==> config.mk <==
export PLATFORM = sky130hd
export DESIGN_NAME = sram_sp512x32_arb
export DESIGN_NICKNAME = d
export VERILOG_FILES = /design/src/rtl/sram_ctrl_pkg.sv /design/src/rtl/rr_arb2.sv /design/src/rtl/sram_sp512x32_arb.sv
export SDC_FILE = /design/constraint.sdc
export NUM_CORES = 1
export LEC_CHECK = 0
export BUFFER_PORTS_ARGS = -buffer_cell sky130_fd_sc_hd__buf_2
export CAP_MARGIN = 20
export CORE_AREA = 3 3 94 96
export CTS_BUF_LIST = sky130_fd_sc_hd__clkbuf_2 sky130_fd_sc_hd__clkbuf_4 sky130_fd_sc_hd__clkbuf_8
export CTS_CLUSTER_DIAMETER = 120
export DETAILED_ROUTE_END_ITERATION = 8
export DIE_AREA = 0 0 97 99
export HOLD_SLACK_MARGIN = 0.05
export SLEW_MARGIN = 20
export SYNTH_ARGS = -nofsm -noshare
export SYNTH_HDL_FRONTEND = slang
export SYNTH_SLANG_ARGS = --single-unit
==> constraint.sdc <==
create_clock -name clk -period 1.6 [get_ports clk]
set_clock_uncertainty 0.1 [all_clocks]
set_input_delay 0.16 -clock clk [delete_from_list [all_inputs] [get_ports clk]]
set_output_delay 0.16 -clock clk [all_outputs]
set_load 0.05 [all_outputs]
==> src/rtl/sram_ctrl_pkg.sv <==
// Shared constants and state encoding for the single-port SRAM controller family.
package sram_ctrl_pkg;

  localparam int SRAM_AW = 9;
  localparam int SRAM_DW = 32;

  localparam logic [2:0] SRAM_EMA_DEF  = 3'b011;
  localparam logic [1:0] SRAM_EMAW_DEF = 2'b01;

  typedef enum logic {
    ST_INIT = 1'b0,
    ST_RUN  = 1'b1
  } state_e;

endpackage

==> src/rtl/rr_arb2.sv <==
// Two-way round-robin arbiter; a tie goes to the port that was not granted last.
module rr_arb2 (
  input  logic       clk,
  input  logic       rst_n,
  input  logic [1:0] req,
  output logic [1:0] gnt
);

  logic last;

  always_comb begin
    gnt = 2'b00;
    case (req)
      2'b01:   gnt = 2'b01;
      2'b10:   gnt = 2'b10;
      2'b11:   gnt = last ? 2'b01 : 2'b10;
      default: gnt = 2'b00;
    endcase
  end

  // Pointer only moves on an actual grant, so idle cycles keep the fairness order.
  always_ff @(posedge clk or negedge rst_n) begin
    if (!rst_n) begin
      last <= 1'b1;
    end else if (gnt[0]) begin
      last <= 1'b0;
    end else if (gnt[1]) begin
      last <= 1'b1;
    end
  end

endmodule

==> src/rtl/sram_sp512x32_arb.sv <==
// Controller for one 512x32 single-port SRAM macro: optional clear pass after reset,
// then round-robin sharing between two valid/ready requesters with a one-cycle read return.
module sram_sp512x32_arb
  import sram_ctrl_pkg::*;
#(
  parameter int         AW         = SRAM_AW,
  parameter int         DW         = SRAM_DW,
  parameter bit         INIT_CLEAR = 1'b1,
  parameter logic [2:0] EMA_VAL    = SRAM_EMA_DEF,
  parameter logic [1:0] EMAW_VAL   = SRAM_EMAW_DEF
) (
  input  logic          clk,
  input  logic          rst_n,

  input  logic          p0_valid,
  output logic          p0_ready,
  input  logic          p0_we,
  input  logic [AW-1:0] p0_addr,
  input  logic [DW-1:0] p0_wdata,
  output logic          p0_rvalid,
  output logic [DW-1:0] p0_rdata,

  input  logic          p1_valid,
  output logic          p1_ready,
  input  logic          p1_we,
  input  logic [AW-1:0] p1_addr,
  input  logic [DW-1:0] p1_wdata,
  output logic          p1_rvalid,
  output logic [DW-1:0] p1_rdata,

  output logic          init_done,

  output logic          sram_cen,
  output logic          sram_gwen,
  output logic [AW-1:0] sram_a,
  output logic [DW-1:0] sram_d,
  input  logic [DW-1:0] sram_q,
  output logic          sram_stov,
  output logic [2:0]    sram_ema,
  output logic [1:0]    sram_emaw,
  output logic          sram_emas,
  output logic          sram_ret1n,
  output logic          sram_wabl,
  output logic [1:0]    sram_wablm
);

  localparam logic [AW-1:0] CNT_LAST = '1;

  state_e        state;
  state_e        state_nxt;
  logic [AW-1:0] cnt;
  logic [1:0]    req;
  logic [1:0]    gnt;
  logic          rd_pend;
  logic          rd_owner;

  rr_arb2 u_arb (
    .clk   (clk),
    .rst_n (rst_n),
    .req   (req),
    .gnt   (gnt)
  );

  always_ff @(posedge clk or negedge rst_n) begin
    if (!rst_n) begin
      state <= INIT_CLEAR ? ST_INIT : ST_RUN;
      cnt   <= '0;
    end else begin
      state <= state_nxt;
      if (state == ST_INIT) begin
        cnt <= cnt + AW'(1);
      end
    end
  end

  always_comb begin
    state_nxt = state;
    req       = 2'b00;
    if (state == ST_INIT) begin
      if (cnt == CNT_LAST) begin
        state_nxt = ST_RUN;
      end
    end else if (rst_n) begin
      req = {p1_valid, p0_valid};
    end
  end

  // Reset is folded into the pin mux so the macro is disabled while rst_n is low,
  // even though the state register already sits in INIT.
  always_comb begin
    sram_cen  = 1'b1;
    sram_gwen = 1'b1;
    sram_a    = '0;
    sram_d    = '0;
    if (!rst_n) begin
      sram_cen = 1'b1;
    end else if (state == ST_INIT) begin
      sram_cen  = 1'b0;
      sram_gwen = 1'b0;
      sram_a    = cnt;
    end else if (gnt[0]) begin
      sram_cen  = 1'b0;
      sram_gwen = ~p0_we;
      sram_a    = p0_addr;
      sram_d    = p0_wdata;
    end else if (gnt[1]) begin
      sram_cen  = 1'b0;
      sram_gwen = ~p1_we;
      sram_a    = p1_addr;
      sram_d    = p1_wdata;
    end
  end

  always_ff @(posedge clk or negedge rst_n) begin
    if (!rst_n) begin
      rd_pend  <= 1'b0;
      rd_owner <= 1'b0;
    end else begin
      rd_pend  <= (gnt[0] & ~p0_we) | (gnt[1] & ~p1_we);
      rd_owner <= gnt[1];
    end
  end

  assign p0_ready  = gnt[0];
  assign p1_ready  = gnt[1];
  assign p0_rvalid = rd_pend & ~rd_owner;
  assign p1_rvalid = rd_pend & rd_owner;
  assign p0_rdata  = sram_q;
  assign p1_rdata  = sram_q;
  assign init_done = (state == ST_RUN);

  assign sram_stov  = 1'b0;
  assign sram_ema   = EMA_VAL;
  assign sram_emaw  = EMAW_VAL;
  assign sram_emas  = 1'b0;
  assign sram_ret1n = 1'b1;
  assign sram_wabl  = 1'b0;
  assign sram_wablm = 2'b00;

endmodule
==> results.md, run 1 <==
* Outcome: finished, violations left
* Failing checks: setup timing
* Clk slew on worst S/H paths at 0.06 ns
* Post-route ant nets at 0
* Initial Utilization at 0.2061
* Largest cells by area after synthesis: buf_4 34%, dfrtp_1 18%, a22o_1 17%
* Worst setup path class: reg -> out
* Gr ovfl total at 0
* GRT Total Usage at 0.1175
* Final min period at 1.938 ns
* CP Data Arrival Time at 1.68 ns
* Fin. max-slew vios at 0
* Hold Crit Class: in -> reg
* Fin area at 2873 sq um
* Routed vias at 1698
* Yosys reg bits at 13
* Synth async-reset ratio at 1.000
* Number of vias per cell at 4.388
* Post-synth top area share at 0.3358
* Row count at 33
* Sequential area share after synthesis at 0.1948
* CTS Buffer Depth at 2
* NumNets Final at 405
* Top_reg_cell synth: dfrtp_1
* Root Buffer: clkbuf_8
* H-tree depth at 1
* DR iter-0 viols at 47
* Final Hold Vio Count at 0
* DR WL/cell at 16.27 um
* Antenna violations before repair at 0
* First-pass GRT wire length at 9.321 mm
* Layout fillers at 846
* Pin count of the biggest net entering global routing at 23
* Peak supply drop at 0.1997 mV
* Die H at 99 um
* Critical Path Fanout Max at 12
* Fin crit share at 1.212
* CTS tree: built
* Post-detail-place hpwl at 4.728 mm
* Setup TNS Final at -12.90 ns
* DRC at 0
* Slowest cell delay on critical path at 0.54 ns
* Drt total wl at 6.296 mm
* Most common cell after layout, fill and taps aside: buf_2
* Syn. warnings at 0
* Leakage at 0.001465 uW
* CTS buffer count at 3
* Startpoint types: flip-flop
* Slowest cell on crit path: dfstp_2
* Worst Reg-to-Reg Cells at 5
* Placer Congestion at 0.8448
* Layout Cells excl Fill at 387
* Area grow syn2layout at 71.34%
* Ant. Diodes at 0
* CORE AREA at 8134 sq um
* Pwr per Cell Area at 318.0 nW/um^2
* I/O Buffers at 135
* Most area-hungry cell type in the Yosys netlist: buf_4
* Avg Cell Area, Syn at 8.778 sq um
* Worst path required time at 1.34 ns
* Dpl cell area at 2280 sq um
* # IOs at 243
* Syn Inst Count at 191
* Distinct cells, synth at 33
* Worst skew pair latency at 0.24 ns
* Iteration count of the initial detailed-routing pass at 4
* Achievable Freq at 515.9 MHz
* Layout cell share with drive strength beyond 1 at 0.7730
* Setup violations, final at 43
* Sink Count at 13
* Synth Cell Area at 1677 sq um
* Die area at 9603 sq um
* Hold Path Cell Cnt at 2
* Setup crit end kind: primary output
* Post-route setup slack at -0.3384 ns
* Placed Cells at 374
* Post-synth EDFFs at 0
* Vias in the first global route at 1786
* Power, Total at 913.5 uW
* Die X at 97 um
* Most frequent cells in the layout: 90 x buf_2, 24 x buf_6, 19 x buf_8
* RSZ-0062 raised after global routing: true
* Worst-path cell chain: nand2_2 > nand3_4 > inv_6 > buf_12 > a221o_2 > buf_8
* Maxcap violations at 0
power by group:
group / total (uW) / internal [uW] / switching, uW
Sequential: 329 / 329 / 0
Combinational: 264 / 110 / 154
Clock: 320 / 193 / 127
Total: 913 / 632 / 281
per-stage QoR:
step	setup WS [ns]	hold slack, ns	utilization
2_1_floorplan	-0.2025	-0.2356	-
3_3_place_gp	-0.1314	-0.007936	0.2803
3_5_place_dp	-0.1691	-0.002638	0.2803
4_1_cts	-0.3516	0.05123	0.3452
5_1_grt	-0.4005	0.06429	0.3532
6_report	-0.3384	0.05885	0.3532
area by class of cell:
type                            count  area (sq um)  share of cell area
Clock buffer                        4         48.80             0.01699
Inverter                            3         21.27            0.007404
Multi-Input combinational cell    100         982.2              0.3419
Sequential cell                    13         327.8              0.1141
Tap cell                          105         131.4             0.04573
Timing Repair Buffer              162          1361              0.4739
critical path: cells and delay by family, from the launching register on:
family                 cells  cell delay (ns)
AND/OR/NAND/NOR            2             0.15
AO/OA/AOI/OAI              1             0.37
flip-flops                 1             0.54
buffers and inverters      3             0.36
cells in the mapped netlist (3+ instances only):
library cell	count
nand2_1	4
nor2_1	3
and2_1	10
xor2_1	3
a22o_1	32
buf_4	75
dfrtp_1	12
xnor2_1	4
a221o_1	9
buf_2	7
cell families after synthesis:
| family | share of synthesized area |
|---|---|
| flops | 0.1948 |
| buf+inv | 0.3769 |
| xor+xnor | 0.03657 |
| simple gates | 0.1149 |
| other cells | 0.004479 |
| fa+ha+maj | 0.01492 |
| mux | 0.01343 |
| compound gates | 0.2440 |
per-layer routing:
| layer | vias up | global-route usage | wire, um |
|---|---|---|---|
| li1 | 780 | - | - |
| met1 | 806 | 0.1278 | 2277 |
| met2 | 104 | 0.2182 | 3362 |
| met3 | 8 | 0.04459 | 613 |
| met4 | 0 | 0.02268 | 42 |
| met5 | - | 0 | 0 |
final timing paths:
check	start	to	slack [ns]
max reg2reg	cnt[0]$_DFFE_PN0N_	cnt[8]$_DFFE_PN0N_	0.14
max in group asynchronous	rst_n	u_arb.last$_DFFE_PN1P_	0.83
min	p1_we	rd_pend$_DFF_PN0_	0.06
max	u_arb.last$_DFFE_PN1P_	sram_a[8]	-0.34
min reg2reg	cnt[7]$_DFFE_PN0N_	cnt[7]$_DFFE_PN0N_	0.39
min in group asynchronous	rst_n	rd_owner$_DFF_PN0_	0.34
timing repair:
action | in CTS | in global routing
hold buffers | 3 | 0
endpoints found under the setup margin | 44 | 44
setup buffers | 4 | 0
pin swaps | 6 | 1
cloned | 1 | 2
gates resized for setup | 117 | 4
hold endpoints to repair | 14 | 0
state kept, by name, summed over array words and instances, names as in the netlist:
signal and cells:
cnt 9, init_done 1, rd_owner 1, rd_pend 1
u_arb.last 1
Note: power is estimated with default switching activity, not from simulation.
==> inputs of run 2 (changes only) <==
--- a/config.mk
+++ b/config.mk
@@ -5,14 +5,16 @@
 export SDC_FILE = /design/constraint.sdc
 export NUM_CORES = 1
 export LEC_CHECK = 0
+export ABC_AREA = 1
 export BUFFER_PORTS_ARGS = -buffer_cell sky130_fd_sc_hd__buf_2
 export CAP_MARGIN = 20
-export CORE_AREA = 3 3 94 96
+export CORE_AREA = 3 3 92 94
 export CTS_BUF_LIST = sky130_fd_sc_hd__clkbuf_2 sky130_fd_sc_hd__clkbuf_4 sky130_fd_sc_hd__clkbuf_8
 export CTS_CLUSTER_DIAMETER = 120
 export DETAILED_ROUTE_END_ITERATION = 8
-export DIE_AREA = 0 0 97 99
+export DIE_AREA = 0 0 95 97
 export HOLD_SLACK_MARGIN = 0.05
+export PLACE_DENSITY = 0.67
 export SLEW_MARGIN = 20
 export SYNTH_ARGS = -nofsm -noshare
 export SYNTH_HDL_FRONTEND = slang
==> run 2 against run 1 <==
  * The flow still finishes with violations (setup timing)
  * Worst hold slack gained 0.017 ns
  * Register-to-register slack lost 0.02 ns
  * Combinational power hardly changed
  * Fmax rose by 7.2%
  * Sequential cell count stayed put
  * Power is 0.66% lower
  * Clock-buffer cell count stayed put
  * Design area is 17% higher
  * Utilization increased by 8.2 points
  * Sequential share of layout area shrank 1.7 points
  * Final cell count up 29%
  * Critical endpoint is now sram_d[15]
  * Largest cell class is now multi-input gates
==> results.md, run 2 <==
* Most area-hungry cell type in the Yosys netlist: buf_4
* Achievable Freq at 553.2 MHz (+7.2%)
* CTS tree: built
* Syn. warnings at 0 (unchanged)
* Worst setup path class: reg -> out
* Max reg flops at 9 (unchanged)
* Layout Cells excl Fill at 498 (+29%)
* Worst-path cell chain: inv_2 > nand2_4 > nand2_4 > inv_8 > clkbuf_16 > nand2_2 > nand2_4 > buf_8
* DR iter-0 viols at 70 (+49%)
* Placed Cells at 487 (+30%)
* Slowest cell delay on critical path at 0.56 ns (+0.02 ns)
* Layout fillers at 726 (-14%)
* Fin crit share at 1.130 (-0.08171)
* Largest cells by area after synthesis: buf_4 30%, nand2_1 26%, dfrtp_1 16%
* Failing checks: setup timing
* Worst path required time at 1.34 ns (about the same)
* Iteration count of the initial detailed-routing pass at 4 (unchanged)
* Most common cell in the netlist: nand2_1
* DRC at 0 (unchanged)
* Syn Inst Count at 308 (+61%)
* Die X at 95 um (-2.1%)
* Critical path launch point: u_arb.last$_DFFE_PN1P_
* Worst Tran Pin Value at 0.5583 ns
* Row count at 32 (-3.0%)
* Hold Crit Class: in -> reg
* Area grow syn2layout at 74.43%
* Critical Path Fanout Max at 7 (-5)
* Worst skew pair latency at 0.25 ns (about the same)
* Slowest cell on crit path: dfstp_2
* # IOs at 243 (unchanged)
* GRT Total Usage at 0.1341 (+0.01657)
* Highest metal used: met4
* Startpoint types: flip-flop
* Pwr per Cell Area at 269.8 nW/um^2 (-15%)
* Fin. max-slew vios at 0 (unchanged)
* Ant. Diodes at 0 (unchanged)
* R2r startpoint: cnt[0]$_DFFE_PN0N_
* Post-detail-place hpwl at 4.942 mm (+4.5%)
* Most flops, register: cnt
* Number of vias per cell at 4.376 (-0.28%)
* CTS Buffer Depth at 2 (unchanged)
* Setup violations, final at 45 (+4.7%)
* Setup TNS Final at -7.969 ns (+4.926 ns)
* Avg Cell Area, Syn at 6.260 sq um (-29%)
* Maxcap violations at 0 (unchanged)
* Leakage at 0.001726 uW (+18%)
* Outcome: finished, violations left
* Synth Cell Area at 1928 sq um (+15%)
* Worst Reg-to-Reg Cells at 6 (+1)
* R2r endpoint: cnt[8]$_DFFE_PN0N_
* Yosys reg bits at 13 (unchanged)
* Post-synth top area share at 0.2998 (-0.03602)
* Initial Utilization at 0.2495 (+0.04339)
* CORE AREA at 7727 sq um (-5.0%)
* CP Data Arrival Time at 1.55 ns (-0.13 ns)
* Final Util at 0.4352 (+0.08206)
* Top_reg_cell synth: dfrtp_1
* Reg2reg setup slack at 0.12 ns (-0.02 ns)
* Met2 wirelength from detailed routing at 3.930 mm (+17%)
* Die area at 9215 sq um (-4.0%)
* Gr ovfl total at 0 (unchanged)
* Routed vias at 2179 (+28%)
* Final min period at 1.808 ns (-0.1307 ns)
* H-tree depth at 1 (unchanged)
* Post-route ant nets at 0 (unchanged)
* Distinct cells, synth at 26 (-21%)
* Final Hold Vio Count at 0 (unchanged)
* Post-route setup slack at -0.2077 ns (+0.1307 ns)
* I/O Buffers at 135 (unchanged)
* Root Buffer: clkbuf_8
* Antenna violations before repair at 0 (unchanged)
* NumNets Final at 519 (+28%)
* Layout cell share with drive strength beyond 1 at 0.6515 (-0.1215)
* RSZ-0062 raised after global routing: true
* Most frequent CP cell: nand2_4
* Die H at 97 um (-2.0%)
* DR WL/cell at 14.59 um (-10%)
* Top cells by count, synth: 131 x nand2_1, 77 x buf_4, 32 x nand3_1
* Metal3 WL at 624 um (+1.8%)
* Drt total wl at 7.267 mm (+15%)
* Vias in the first global route at 2065 (+16%)
* Synth async-reset ratio at 1.000 (unchanged)
* Clk slew on worst S/H paths at 0.06 ns (about the same)
* Most frequent cells in the layout: 90 x buf_2, 70 x nand2_1, 41 x buf_8
* Post-synth EDFFs at 0 (unchanged)
* Pin count of the biggest net entering global routing at 37 (+61%)
* Worst setup path endpoint: sram_d[15]
* Placer Congestion at 0.7814 (-7.5%)
* Sink Count at 13 (unchanged)
* Setup crit end kind: primary output
* Most common cell after layout, fill and taps aside: buf_2
* Peak supply drop at 0.2032 mV (+1.8%)
* Slew margin rel. at 0.6266
* CTS buffer count at 3 (unchanged)
* Sequential area share after synthesis at 0.1694 (-0.02541)
* DRT met1 WL at 2.539 mm (+12%)
* First-pass GRT wire length at 9.791 mm (+5.0%)
## run 2: changes by cell type in the layout (fill, tap and decap cells not counted), moves of 18 or more
cell / change
nand2_2: +23
nand2_4: +39
nand2_1: +67
buf_8: +22
nand3_1: +18
a22o_4: -18
## run 2: final cells by class
class | instances | area (sq um) | area share
clock buffers | 4 | 48.80 | 0.01451
flip-flops and latches | 13 | 327.8 | 0.09747
repair inverters | 1 | 11.26 | 0.003348
repair buffers | 158 | 1361 | 0.4048
inverters | 20 | 123.9 | 0.03683
multi-input cells | 200 | 1363 | 0.4051
well taps | 102 | 127.6 | 0.03795
## run 2: kinds of logic (layout without fill, tap and decap cells)
family                   count (synthesis)  after routing  synth area share
buffers and inverters                  104            183            0.3790
other                                    2             11          0.003895
adder cells (fa/ha/maj)                  2              2           0.01298
AO/OA/AOI/OAI                            4              4           0.01103
XOR/XNOR                                 5              5           0.02271
AND/OR/NAND/NOR                        178            178            0.4010
flip-flops                              13             13            0.1694
## run 2: through the flow
stage	hold WS, ns	instance area (sq um)	worst slack, ns	power [uW]
floorplan	-0.2356	2293	-0.1235	887.8
global placement	0.1598	2580	-0.08182	559.1
detailed placement	0.1620	2580	-0.1093	560.0
CTS	0.07739	3100	-0.2126	905.8
global route	0.07972	3363	-0.2572	952.0
finish	0.07545	3363	-0.2077	907.4
## run 2: critical path: cells and delay by family (launching register included)
| kind | cells | cell delay, ns |
|---|---|---|
| buffers and inverters | 4 | 0.46 |
| and+or+nand+nor | 4 | 0.28 |
| DFF | 1 | 0.56 |
## run 2: how the worst min path moves through the flow
stage / startpoint / end / slack (ns) / cells after the start
2_1_floorplan: rst_n / cnt[0]$_DFFE_PN0N_ / -0.24 / 0
3_3_place_gp: rst_n / cnt[3]$_DFFE_PN0N_ / 0.16 / 2
3_5_place_dp: rst_n / rd_owner$_DFF_PN0_ / 0.16 / 2
4_1_cts: rst_n / u_arb.last$_DFFE_PN1P_ / 0.08 / 2
5_1_grt: p1_we / rd_pend$_DFF_PN0_ / 0.08 / 2
6_report: p1_we / rd_pend$_DFF_PN0_ / 0.08 / 2
## run 2: per-layer routing
layer,vias up,global-route usage
li1,1033,-
met1,1012,0.1355
met2,110,0.2533
met3,24,0.04432
met4,0,0.03996
met5,-,0
## run 2: power breakdown
group / leakage, uW / total, uW / internal, uW / switching, uW
Combinational: 0.00154 / 261 / 101 / 159
Clock: 0.0000262 / 318 / 193 / 125
Sequential: 0.000162 / 329 / 329 / 0
## run 2: repair_timing
action                     4_1_cts  5_1_grt
gates cloned                     0        4
hold buffers                     1        0
resized for setup              137       53
setup endpoints to repair       45       46
pin swaps                        3        9
setup buffers                    0        2
hold endpoints to repair        12        0
==> inputs of run 3 (changes only) <==
==> constraint.sdc (replaced) <==
create_clock -name clk -period 1.5 [get_ports clk]
set_clock_uncertainty 0.1 [all_clocks]
set_input_delay 0.15 -clock clk [delete_from_list [all_inputs] [get_ports clk]]
set_output_delay 0.15 -clock clk [all_outputs]
set_load 0.05 [all_outputs]
==> run 3 against run 2 <==
  * The run still ends with setup timing left
  * Register-to-register slack worse by 0.12 ns
  * Via count up 6.7%
  * Sequential power up 6.7%
  * Sequential share of layout area down 0.41 points
  * Critical path depth unchanged
  * Global-route usage up 2.5 points
  * Routed wire length up 17%
  * Clock power up 5%
  * Combinational power up 11%
  * Sequential cell count unchanged
  * Power up 7.5%
  * Utilization up 1.9 points
  * Critical endpoint is now sram_a[6]
  * Largest power group unchanged
  * Highest routed layer unchanged
==> results.md, run 3 (same netlist as run 2, synthesis figures left out) <==
* Outcome: finished, violations left
* Failing checks: setup timing
* Die area at 9215 sq um (unchanged)
* Row count at 32 (unchanged)
* Post-detail-place hpwl at 5.434 mm (+10%)
* Peak supply drop at 0.2398 mV (+18%)
* Initial Utilization at 0.2495 (unchanged)
* First-pass GRT wire length at 11.37 mm (+16%)
* Post-route setup slack at -0.3150 ns (-0.1074 ns)
* Max reg flops at 9 (unchanged)
* DR WL/cell at 16.69 um (+14%)
* Fin crit share at 1.210
* Vias in the first global route at 2302 (+11%)
* Most flops, register: cnt
* Ant. Diodes at 0 (unchanged)
* Startpoint types: flip-flop
* Most common cell after layout, fill and taps aside: buf_2
* Dpl cell area at 2557 sq um (-0.87%)
* Hold Crit Class: in -> async
* Worst path required time at 1.25 ns (-0.09 ns)
* CTS tree: built
* Antenna violations before repair at 0 (unchanged)
* Achievable Freq at 551.0 MHz
* Number of vias per cell at 4.568 (+4.4%)
* Pwr per Cell Area at 277.8 nW/um^2 (+3.0%)
* Final Util at 0.4542 (+0.01894)
* Routed vias at 2325 (+6.7%)
* Setup crit end kind: primary output
* CP Data Arrival Time at 1.57 ns (+0.02 ns)
* Slew margin rel. at 0.6255 (-0.001075)
* DRC at 0 (unchanged)
* CTS buffer count at 3 (unchanged)
* Power, Total at 975.1 uW (+7.5%)
* Placer Congestion at 0.8587 (+9.9%)
* # IOs at 243 (unchanged)
* Critical Path Fanout Max at 8 (+1)
* Die H at 97 um (unchanged)
* Clk slew on worst S/H paths at 0.05 ns (about the same)
* NumNets Final at 530 (+2.1%)
* Worst setup path class: reg -> out
* Fin area at 3510 sq um (+4.4%)
* Reg2reg setup slack at 0 ns (-0.12 ns)
* GRT Total Usage at 0.1588 (+0.02470)
* Worst Tran Pin Value at 0.5599 ns (+0.001607 ns)
* Sink Count at 13 (unchanged)
* Setup violations, final at 46 (+2.2%)
* Die X at 95 um (unchanged)
* DR iter-0 viols at 75 (+7.1%)
* CTS Buffer Depth at 2 (unchanged)
* Leakage at 0.001815 uW (+5.1%)
* Final Hold Vio Count at 0 (unchanged)
* Iteration count of the initial detailed-routing pass at 4 (unchanged)
* Layout cell share with drive strength beyond 1 at 0.6978 (+0.04627)
* H-tree depth at 1 (unchanged)
* Gr ovfl total at 0 (unchanged)
* Pin count of the biggest net entering global routing at 37 (unchanged)
* Fin. max-slew vios at 0 (unchanged)
* Drt total wl at 8.496 mm (+17%)
* Final min period at 1.815 ns
* Area grow syn2layout at 82.02%
* CORE AREA at 7727 sq um (unchanged)
* Maxcap violations at 0 (unchanged)
* Most frequent cells in the layout: 90 x buf_2, 56 x nand2_1, 42 x nand2_4
* Root Buffer: clkbuf_8
* I/O Buffers at 135 (unchanged)
* RSZ-0062 raised after global routing: true
* Post-route ant nets at 0 (unchanged)
* Worst skew pair latency at 0.24 ns (about the same)
* DP Worst Slack at -0.2234 ns (-0.1141 ns)
run 3: routing by layer:
layer,routed length [um],GRT usage
met1,2800,0.1586
met2,4342,0.2717
met3,1147,0.09409
met4,206,0.04994
met5,0,0
run 3: worst paths after layout:
path | startpoint | endpoint | depth (start not counted)
min in group clk | p0_we | rd_pend$_DFF_PN0_ | 2
max reg2reg | cnt[0]$_DFFE_PN0N_ | cnt[8]$_DFFE_PN0N_ | 6
max | u_arb.last$_DFFE_PN1P_ | sram_a[6] | 8
min reg2reg | cnt[8]$_DFFE_PN0N_ | cnt[8]$_DFFE_PN0N_ | 2
min | rst_n | u_arb.last$_DFFE_PN1P_ | 2
max in group asynchronous | rst_n | init_done$_DFF_PN0_ | 3
run 3: through the flow:
stage          hold WS (ns)  TNS [ns]  cells
6_report            0.07510    -11.80    509
5_1_grt             0.05414    -15.45    509
4_1_cts             0.06336    -11.56    499
3_5_place_dp         0.1578    -7.976    486
3_3_place_gp         0.1555    -6.764    486
2_1_floorplan       -0.2456    -7.177    317
run 3: what timing repair did:
action	CTS	global route
hold buffers	2	0
resized for setup	139	83
endpoints found under the hold margin	13	0
endpoints found under the setup margin	46	48
buffers inserted	3	7
gates cloned	4	3
pin swaps	6	9
run 3: cell type report:
type                    instances  area, sq um
multi-input cells             200         1436
well taps                     102        127.6
clock buffers                   4        48.80
fillers                       708         4218
repair inverters                7        93.84
flip-flops and latches         13        327.8
repair buffers                163         1345
inverters                      20        130.1
run 3: power breakdown:
group,internal [uW],switching (uW)
registers,351,0
clock network,206,129
logic,110,179
total,667,308
run 3: critical path: stages, from the launching register on:
cell        delay (ns)
dfstp_2           0.56
inv_2             0.06
nand2_4           0.09
buf_6             0.14
nand3_1           0.11
nand3_2           0.09
nand2_2           0.06
clkinvlp_4        0.08
buf_8             0.13
